File: config.mk
export PLATFORM = sky130hd
export DESIGN_NAME = inst_decode_seq
export DESIGN_NICKNAME = d
export VERILOG_FILES = /design/src/rtl/inst_decode_seq.sv
export SDC_FILE = /design/constraint.sdc
export NUM_CORES = 1
export LEC_CHECK = 0
export CORE_AREA = 2 2 133 135
export CTS_BUF_LIST = sky130_fd_sc_hd__clkbuf_4 sky130_fd_sc_hd__clkbuf_8 sky130_fd_sc_hd__clkbuf_16
export DETAILED_ROUTE_END_ITERATION = 16
export DIE_AREA = 0 0 135 137
export PLACE_DENSITY = 0.69
export SLEW_MARGIN = 25
export SYNTH_ARGS = -nofsm -noshare
export SYNTH_HDL_FRONTEND = slang
export SYNTH_SLANG_ARGS = --single-unit
File: constraint.sdc
create_clock -name clk -period 2.4 [get_ports clk]
set_input_delay 0.72 -clock clk [delete_from_list [all_inputs] [get_ports clk]]
set_output_delay 0.72 -clock clk [all_outputs]
set_load 0.005 [all_outputs]
File: src/rtl/inst_decode_seq.sv
// Instruction buffer + decoder that expands each instruction into per-element micro-ops.
// Optional performance counters are enabled by defining INST_DECODE_PERF_EN.
module inst_decode_seq #(
    parameter int INST_WIDTH = 27,
    parameter int ADDR_WIDTH = 12,
    parameter int FIFO_DEPTH = 4
) (
    input  logic                  clk,
    input  logic                  rstn,
    input  logic [INST_WIDTH-1:0] inst,
    input  logic                  inst_valid,
    output logic                  inst_ready,
    input  logic [1:0]            level,
    output logic                  uop_valid,
    input  logic                  uop_ready,
    output logic [2:0]            uop_op,
    output logic [3:0]            uop_a,
    output logic [3:0]            uop_b,
    output logic [3:0]            uop_c,
    output logic [ADDR_WIDTH-1:0] uop_addr,
    output logic                  uop_last,
    output logic                  busy,
    output logic                  done,
    output logic                  illegal
`ifdef INST_DECODE_PERF_EN
    ,
    output logic [15:0]           perf_retired,
    output logic [15:0]           perf_stall
`endif
);

    localparam int PTR_W = $clog2(FIFO_DEPTH);
    localparam int CNT_W = PTR_W + 1;
    localparam logic [CNT_W-1:0] FULL_CNT = CNT_W'(FIFO_DEPTH);
    localparam logic [2:0] OP_NOP = 3'b000;
    localparam logic [2:0] OP_ILL = 3'b111;

    typedef enum logic [1:0] {IDLE, ISSUE, DONE} state_t;

    logic [INST_WIDTH-1:0] mem [FIFO_DEPTH];
    logic [PTR_W-1:0]      wr_ptr_reg;
    logic [PTR_W-1:0]      rd_ptr_reg;
    logic [CNT_W-1:0]      fill_reg;
    logic                  push;
    logic                  pop;

    state_t                state_reg;
    logic [ADDR_WIDTH-1:0] count_reg;

    logic [INST_WIDTH-1:0] head;
    logic [2:0]            head_op;
    logic [3:0]            head_a;
    logic [3:0]            head_b;
    logic [3:0]            head_c;
    logic [ADDR_WIDTH-1:0] head_imm;
    logic [ADDR_WIDTH-1:0] level_count;
    logic [ADDR_WIDTH-1:0] head_count;
    logic [ADDR_WIDTH-1:0] addr_next;

    // Ready depends only on the registered fill, so a same-cycle pop never raises it.
    assign inst_ready = (fill_reg != FULL_CNT);
    assign push       = inst_valid && inst_ready;
    assign pop        = (state_reg == IDLE) && (fill_reg != '0);
    assign busy       = (fill_reg != '0) || (state_reg != IDLE);

    always_ff @(posedge clk) begin
        if (push) begin
            mem[wr_ptr_reg] <= inst;
        end
    end

    always_ff @(posedge clk or negedge rstn) begin
        if (!rstn) begin
            wr_ptr_reg <= '0;
            rd_ptr_reg <= '0;
            fill_reg   <= '0;
        end else begin
            if (push) begin
                wr_ptr_reg <= wr_ptr_reg + PTR_W'(1);
            end
            if (pop) begin
                rd_ptr_reg <= rd_ptr_reg + PTR_W'(1);
            end
            if (push && !pop) begin
                fill_reg <= fill_reg + CNT_W'(1);
            end else if (pop && !push) begin
                fill_reg <= fill_reg - CNT_W'(1);
            end
        end
    end

    assign head     = mem[rd_ptr_reg];
    assign head_op  = head[ADDR_WIDTH+14 -: 3];
    assign head_a   = head[ADDR_WIDTH+11 -: 4];
    assign head_b   = head[ADDR_WIDTH+7 -: 4];
    assign head_c   = head[ADDR_WIDTH+3 -: 4];
    assign head_imm = head[ADDR_WIDTH-1:0];

    always_comb begin
        level_count = ADDR_WIDTH'(1344);
        case (level)
            2'b00:   level_count = ADDR_WIDTH'(640);
            2'b01:   level_count = ADDR_WIDTH'(976);
            default: level_count = ADDR_WIDTH'(1344);
        endcase
    end

    // A zero immediate means "whole matrix for the current security level".
    assign head_count = (head_imm != '0) ? head_imm : level_count;
    assign addr_next  = uop_addr + ADDR_WIDTH'(1);

    always_ff @(posedge clk or negedge rstn) begin
        if (!rstn) begin
            state_reg <= IDLE;
            count_reg <= '0;
            uop_valid <= 1'b0;
            uop_op    <= '0;
            uop_a     <= '0;
            uop_b     <= '0;
            uop_c     <= '0;
            uop_addr  <= '0;
            uop_last  <= 1'b0;
            done      <= 1'b0;
            illegal   <= 1'b0;
        end else begin
            done    <= 1'b0;
            illegal <= 1'b0;
            case (state_reg)
                IDLE: begin
                    if (pop) begin
                        uop_op    <= head_op;
                        uop_a     <= head_a;
                        uop_b     <= head_b;
                        uop_c     <= head_c;
                        uop_addr  <= '0;
                        count_reg <= head_count;
                        if (head_op == OP_NOP) begin
                            state_reg <= DONE;
                            done      <= 1'b1;
                        end else if (head_op == OP_ILL) begin
                            illegal <= 1'b1;
                        end else begin
                            state_reg <= ISSUE;
                            uop_valid <= 1'b1;
                            uop_last  <= (head_count == ADDR_WIDTH'(1));
                        end
                    end
                end
                ISSUE: begin
                    if (uop_ready) begin
                        if (uop_last) begin
                            state_reg <= DONE;
                            uop_valid <= 1'b0;
                            uop_last  <= 1'b0;
                            done      <= 1'b1;
                        end else begin
                            uop_addr <= addr_next;
                            uop_last <= (addr_next == count_reg - ADDR_WIDTH'(1));
                        end
                    end
                end
                DONE: begin
                    state_reg <= IDLE;
                end
                default: begin
                    state_reg <= IDLE;
                end
            endcase
        end
    end

`ifdef INST_DECODE_PERF_EN
    always_ff @(posedge clk or negedge rstn) begin
        if (!rstn) begin
            perf_retired <= '0;
            perf_stall   <= '0;
        end else begin
            if (done && perf_retired != 16'hFFFF) begin
                perf_retired <= perf_retired + 16'd1;
            end
            if (uop_valid && !uop_ready && perf_stall != 16'hFFFF) begin
                perf_stall <= perf_stall + 16'd1;
            end
        end
    end
`endif

endmodule
After elaboration in Yosys (flattened, before gate mapping)

Memory sizes are Yosys's and may differ from the RTL's.
Cells that the tools add are included.

Bits in registers: 52
Bits in writable memories: 108
Bits of input ports: 33
Output and inout bits: 33
Logic and storage cells: 91
Memories: 1

Add/sub/neg operators: 6
Equality and inequality tests: 13
Multiplexer cells: 37
Reductions and logical operators: 20

Memory list:

| memory | depth | width | rd ports | clocked after memory_dff | write ports | line | source |
|---|---|---|---|---|---|---|---|
| mem    | 4     | 27    | 1        | 0                        | 1           | 40   | `logic [INST_WIDTH-1:0] mem [FIFO_DEPTH];` |

Operator list:

| operator                                              | number |
|---|---|
| 2-to-1 mux 12 bit                                     | 4 |
| case mux 12 bit (2 select lines)                      | 1 |
| case mux 11 bit (2 select lines)                      | 1 |
| 2-to-1 mux 1 bit                                      | 20 |
| adder 12 x 1 -> 12 bit (second input constant)        | 1 |
| equality test 12 x 1 -> 1 bit (second input constant) | 1 |
| equality test 12 bit                                  | 1 |
| != test 2 bit (second input constant)                 | 6 |
| nonzero test 12 bit                                   | 1 |
| subtractor 12 x 1 -> 12 bit (second input constant)   | 1 |
| 2-to-1 mux 2 bit                                      | 5 |
| AND reduction 4 bit                                   | 2 |
| 2-to-1 mux 3 bit                                      | 2 |
| != test 3 bit (second input constant)                 | 2 |
| case mux 1 bit (2 select lines)                       | 3 |
| AND reduction 6 bit                                   | 1 |
| nonzero test 2 bit                                    | 3 |
| AND reduction 5 bit                                   | 1 |
| adder 2 x 1 -> 2 bit (second input constant)          | 2 |
| equality test 2 x 1 -> 1 bit (second input constant)  | 2 |
| logical AND 1 bit                                     | 4 |
| zero test 2 bit                                       | 2 |
| case mux 2 bit (2 select lines)                       | 1 |
| adder 3 x 1 -> 3 bit (second input constant)          | 1 |
| 7 further kinds                                       | 8 |

Longest topological paths before layout

Depth in word-level cells: 8
Depth in mapped cells: 10
Depth with buffers taken out: 9

Least setup slack after synthesis

OpenSTA, ideal clock, no wires.

Path type: reg2reg
Start point: reg fill_reg[0]
End point: reg fill_reg[2]
Library setup time: 79 ps
Arrival: 2,371 ps
Required time: 2,321 ps
Slack: -50 ps
Stages on the path, launching flop included: 11
Path buffers: 1
Clock period less this slack: 2,450 ps
Cells stage by stage: dfrtp_1 nor3_1 nor3_1 inv_2 buf_1 ha_1 inv_1 fa_1 xor2_1 nor2_1 xor2_1

Longest elaborated chain between the ends: 5
Elaborated cells between the ends (all ways): 13
Classes of those cells: 2 x add/sub; 1 x eq/ne; 2 x mux; 8 x reduce/logical

RTL lines:

| item                                                                              | line | source |
|---|---|---|
| start: declaration                                                                | 43   | `logic [CNT_W-1:0] fill_reg;` |
| start signal: assignment                                                          | 85   | `fill_reg <= fill_reg + CNT_W'(1);` |
| start signal: assignment                                                          | 87   | `fill_reg <= fill_reg - CNT_W'(1);` |
| parallel branches: the longest is 5 deep, another holds subtractor 3 x 1 -> 3 bit | --   |  |

Several ways; the timed one is not identified. The select of a mux whose other input is x is not followed.
A chain may end at the register's enable or synchronous reset.

Final worst setup path

Start point: reg fill_reg[2]
End point: out busy

Longest elaborated chain between the ends: 2

RTL lines:

| item               | line | source |
|---|---|---|
| nonzero test 3 bit | 64   | `assign busy = (fill_reg != '0) \|\| (state_reg != IDLE);` |
| logical OR 1 bit   | 64   |  |
| end: declaration   | 22   | `output logic busy,` |

Every way passes these cells.

==> flow_metrics.py <==
metrics = {
    "status": {
        "status": "completed",
    },
    "detailed_routing": {
        "first_iter_violations": 276,
        "drcViolationCount": 0,
        "vias_per_cell": 5.111,
        "vias": 4007,
        "ant_nets": 0,
        "dr.pass1.iters": 4,
        "finalWirelength_mm": 13.36,
        "routedWlPerCell_um": 17.03,
    },
    "global_route": {
        "grt_pass1_vias": 4175,
        "grt_usage_pct": 15.52,
        "grt_start_max_net_pins": 53,
        "grt_overflow": 0,
        "grt_pass1_wl_mm": 21.69,
        "antenna_found_initial": 0,
    },
    "timing": {
        "worst_pin_slew_ns": 0.4398,
        "skew_ns": 0.008995,
        "rsz0062_at_grt": "yes",
        "maxSlewHeadroom_pct": 70.62,
        "hold_viol": 0,
        "report.final.slew_viol_count": 0,
        "timing.final.crit_share_pct": 96.74,
        "max_freq_ghz": 0.4307,
        "hold_ws_ns": 0.2720,
        "post-route-min-period_ns": 2.322,
        "finalSetupViolations": 0,
    },
    "placement": {
        "portBuffers": 65,
        "gp_congestion": 0.7787,
        "hpwl_mm": 8.673,
        "dp_cells": 749,
    },
    "job": {
        "max-cap-violations": 0,
    },
    "setup_path": {
        "startpoint_type": "flip-flop",
        "arrival_ns": 1.60,
        "path_class": "flip-flop to primary output",
        "r2r_slack_ns": 0.09,
        "end_kind": "primary output",
        "path_max_fanout": 3,
        "cp.required_ns": 1.68,
    },
    "clock_tree": {
        "cts.path.max_buffers": 2,
        "cts_tree": "yes",
        "h-tree-depth": 4,
        "cts_sinks": 160,
        "clk-insertion-delay-late_ns": 0.43,
        "numCtsBuffers": 17,
        "clk_pin_slew_ns": 0.07,
        "cts_hold_buf": 0,
        "cts_root_buf": "clkbuf_16",
    },
    "layout": {
        "multi_input_area_um2": 2061,
        "syn_to_final_growth_pct": 25.63,
        "num-nets-final": 587,
        "final-seq-area_um2": 4549,
        "largest_reg_flops": 108,
        "n_antenna_cell": 0,
        "fill_cells": 1472,
        "final_cells": 784,
        "drive_above_1_share_pct": 16.28,
    },
    "floorplanning": {
        "dieArea_um2": 18500,
        "die_w_um": 135,
        "die_h_um": 137,
        "ioPinCount": 66,
        "coreArea_um2": 17060,
        "rows": 48,
        "start_util_pct": 39.25,
    },
    "yosys": {
        "synth_nets": 495,
        "syn-cell-area_um2": 6694,
        "seq_area_frac_synth_pct": 67.89,
        "ys_seq_elements": 160,
        "ys_types": 45,
        "postSynthCellCount": 454,
        "synth_warnings": 0,
        "syn_avg_cell_area_um2": 14.74,
    },
    "power": {
        "p_per_area_nw_per_um2": 864.2,
        "total_leakage_power_uw": 0.003091,
        "vdd_drop_max_mv": 0.5331,
    },
    "worst_hold_path": {
        "hp-class": "input port to async pin",
    },
}
==> layer usage <==
metal | part of all wire (%) | track usage (%) | vias to the layer above
li1 | - | - | 1864
met1 | 43 | 19.62 | 2008
met3 | 4.9 | 4.444 | 24
met4 | 2.1 | 6.539 | 0
met5 | 0 | 0 | -
met2 | 50 | 25.18 | 111
==> synth_stat cells, drive strengths merged <==
| cell type | instances | area share, % |
|---|---|---|
| a211oi | 1 | 0.11 |
| a21oi | 7 | 0.52 |
| a22o | 1 | 0.13 |
| a31oi | 2 | 0.19 |
| a32oi | 1 | 0.13 |
| and2 | 1 | 0.094 |
| and3 | 9 | 0.84 |
| buf | 6 | 0.62 |
| clkbuf | 7 | 0.54 |
| dfrtp | 52 | 19 |
| edfxtp | 108 | 48 |
| fa | 1 | 0.30 |
| ha | 7 | 1.3 |
| inv | 8 | 0.45 |
| mux2 | 1 | 0.17 |
| mux4 | 27 | 9.3 |
| nand2 | 86 | 4.8 |
| nand2b | 1 | 0.094 |
| nand3 | 6 | 0.45 |
| nand4 | 3 | 0.28 |
| nor2 | 28 | 1.6 |
| nor2b | 1 | 0.094 |
| nor3 | 8 | 0.67 |
| nor3b | 2 | 0.22 |
| nor4 | 8 | 1.1 |
| o2111ai | 1 | 0.13 |
| o21ai | 26 | 1.9 |
| o31ai | 4 | 0.45 |
| or2 | 2 | 0.19 |
| or3 | 2 | 0.26 |
| or4 | 2 | 0.22 |
| xnor2 | 25 | 3.3 |
| xnor3 | 2 | 0.67 |
| xor2 | 8 | 1.0 |
==> timing repair <==
action / in CTS / in global routing
setup endpoints to repair: 1 / 3
pin swaps: 1 / 0
endpoints found under the hold margin: 0 / 0
buffers inserted: 1 / 2
gates resized for setup: 4 / 2
==> worst max-delay path: stages, from the launching register on <==
cell	delay (ns)
dfrtp_2	0.45
nor3_4	0.21
nand2_1	0.07
clkdlybuf4s50_1	0.45
==> layout make-up <==
class	instances	area share [%]
multi-input combinational	273	24.51
tap	225	3.348
clock buffer	17	5.059
sequential	160	54.10
inverter	8	0.3571
clock inverter	15	2.038
timing repair buffer	86	10.59
==> worst paths after layout <==
check                                           from                        end  cells after the start
max                          fill_reg[2]$_DFFE_PN0P_                       busy                      3
min                                             rstn      uop_op[0]$_DFFE_PN0P_                      2
max reg2reg                rd_ptr_reg[0]$_DFFE_PN0P_   count_reg[4]$_DFFE_PN0P_                      6
min reg2reg                     uop_b[2]$_DFFE_PN0P_       uop_b[2]$_DFFE_PN0P_                      2
max in group asynchronous                       rstn  rd_ptr_reg[0]$_DFFE_PN0P_                      2
min in group clk                uop_b[2]$_DFFE_PN0P_       uop_b[2]$_DFFE_PN0P_                      2
==> cell families after synthesis <==
logic type | Yosys count | synth area share [%]
buffers and inverters | 21 | 1.607
AO/OA/AOI/OAI | 43 | 3.608
AND/OR/NAND/NOR | 159 | 10.88
XOR/XNOR | 35 | 4.991
flip-flops | 160 | 67.89
multiplexers | 28 | 9.421
adder cells (fa/ha/maj) | 8 | 1.607
==> report_power, final <==
part / internal, uW / total, uW / switching, uW / leakage, uW
Clock: 1570 / 2710 / 1140 / 0.000298
Combinational: 443 / 972 / 529 / 0.00114
Sequential: 3420 / 3590 / 166 / 0.00165
Total: 5430 / 7270 / 1840 / 0.00309
==> cell usage in the layout (no fill, tap or decap), types with 8 or more instances in the layout <==
cell type	count
edfxtp_1	108
nand2_1	85
clkdlybuf4s50_1	64
dfrtp_1	48
nor2_1	28
xnor2_1	25
mux4_2	24
o21ai_1	22
clkbuf_16	17
buf_4	14
and3_1	9
xor2_1	8
==> metrics by stage <==
| step | area, um2 | TNS (ns) | util [%] | setup slack (ns) | power, uW |
|---|---|---|---|---|---|
| finish | 8409 | 0 | 49.30 | 0.07818 | 7267 |
| detailed placement | 7772 | -0.3418 | 45.57 | -0.1959 | 4582 |
| CTS | 8391 | 0 | 49.19 | 0.02211 | 7344 |
| floorplan | 6695 | 0 | - | 0.08135 | 4103 |
| global placement | 7772 | -0.1430 | 45.57 | -0.1058 | 4510 |
| global route | 8409 | -0.0009011 | 49.30 | -0.0009011 | 7584 |
(Power assumes the default switching activity.)
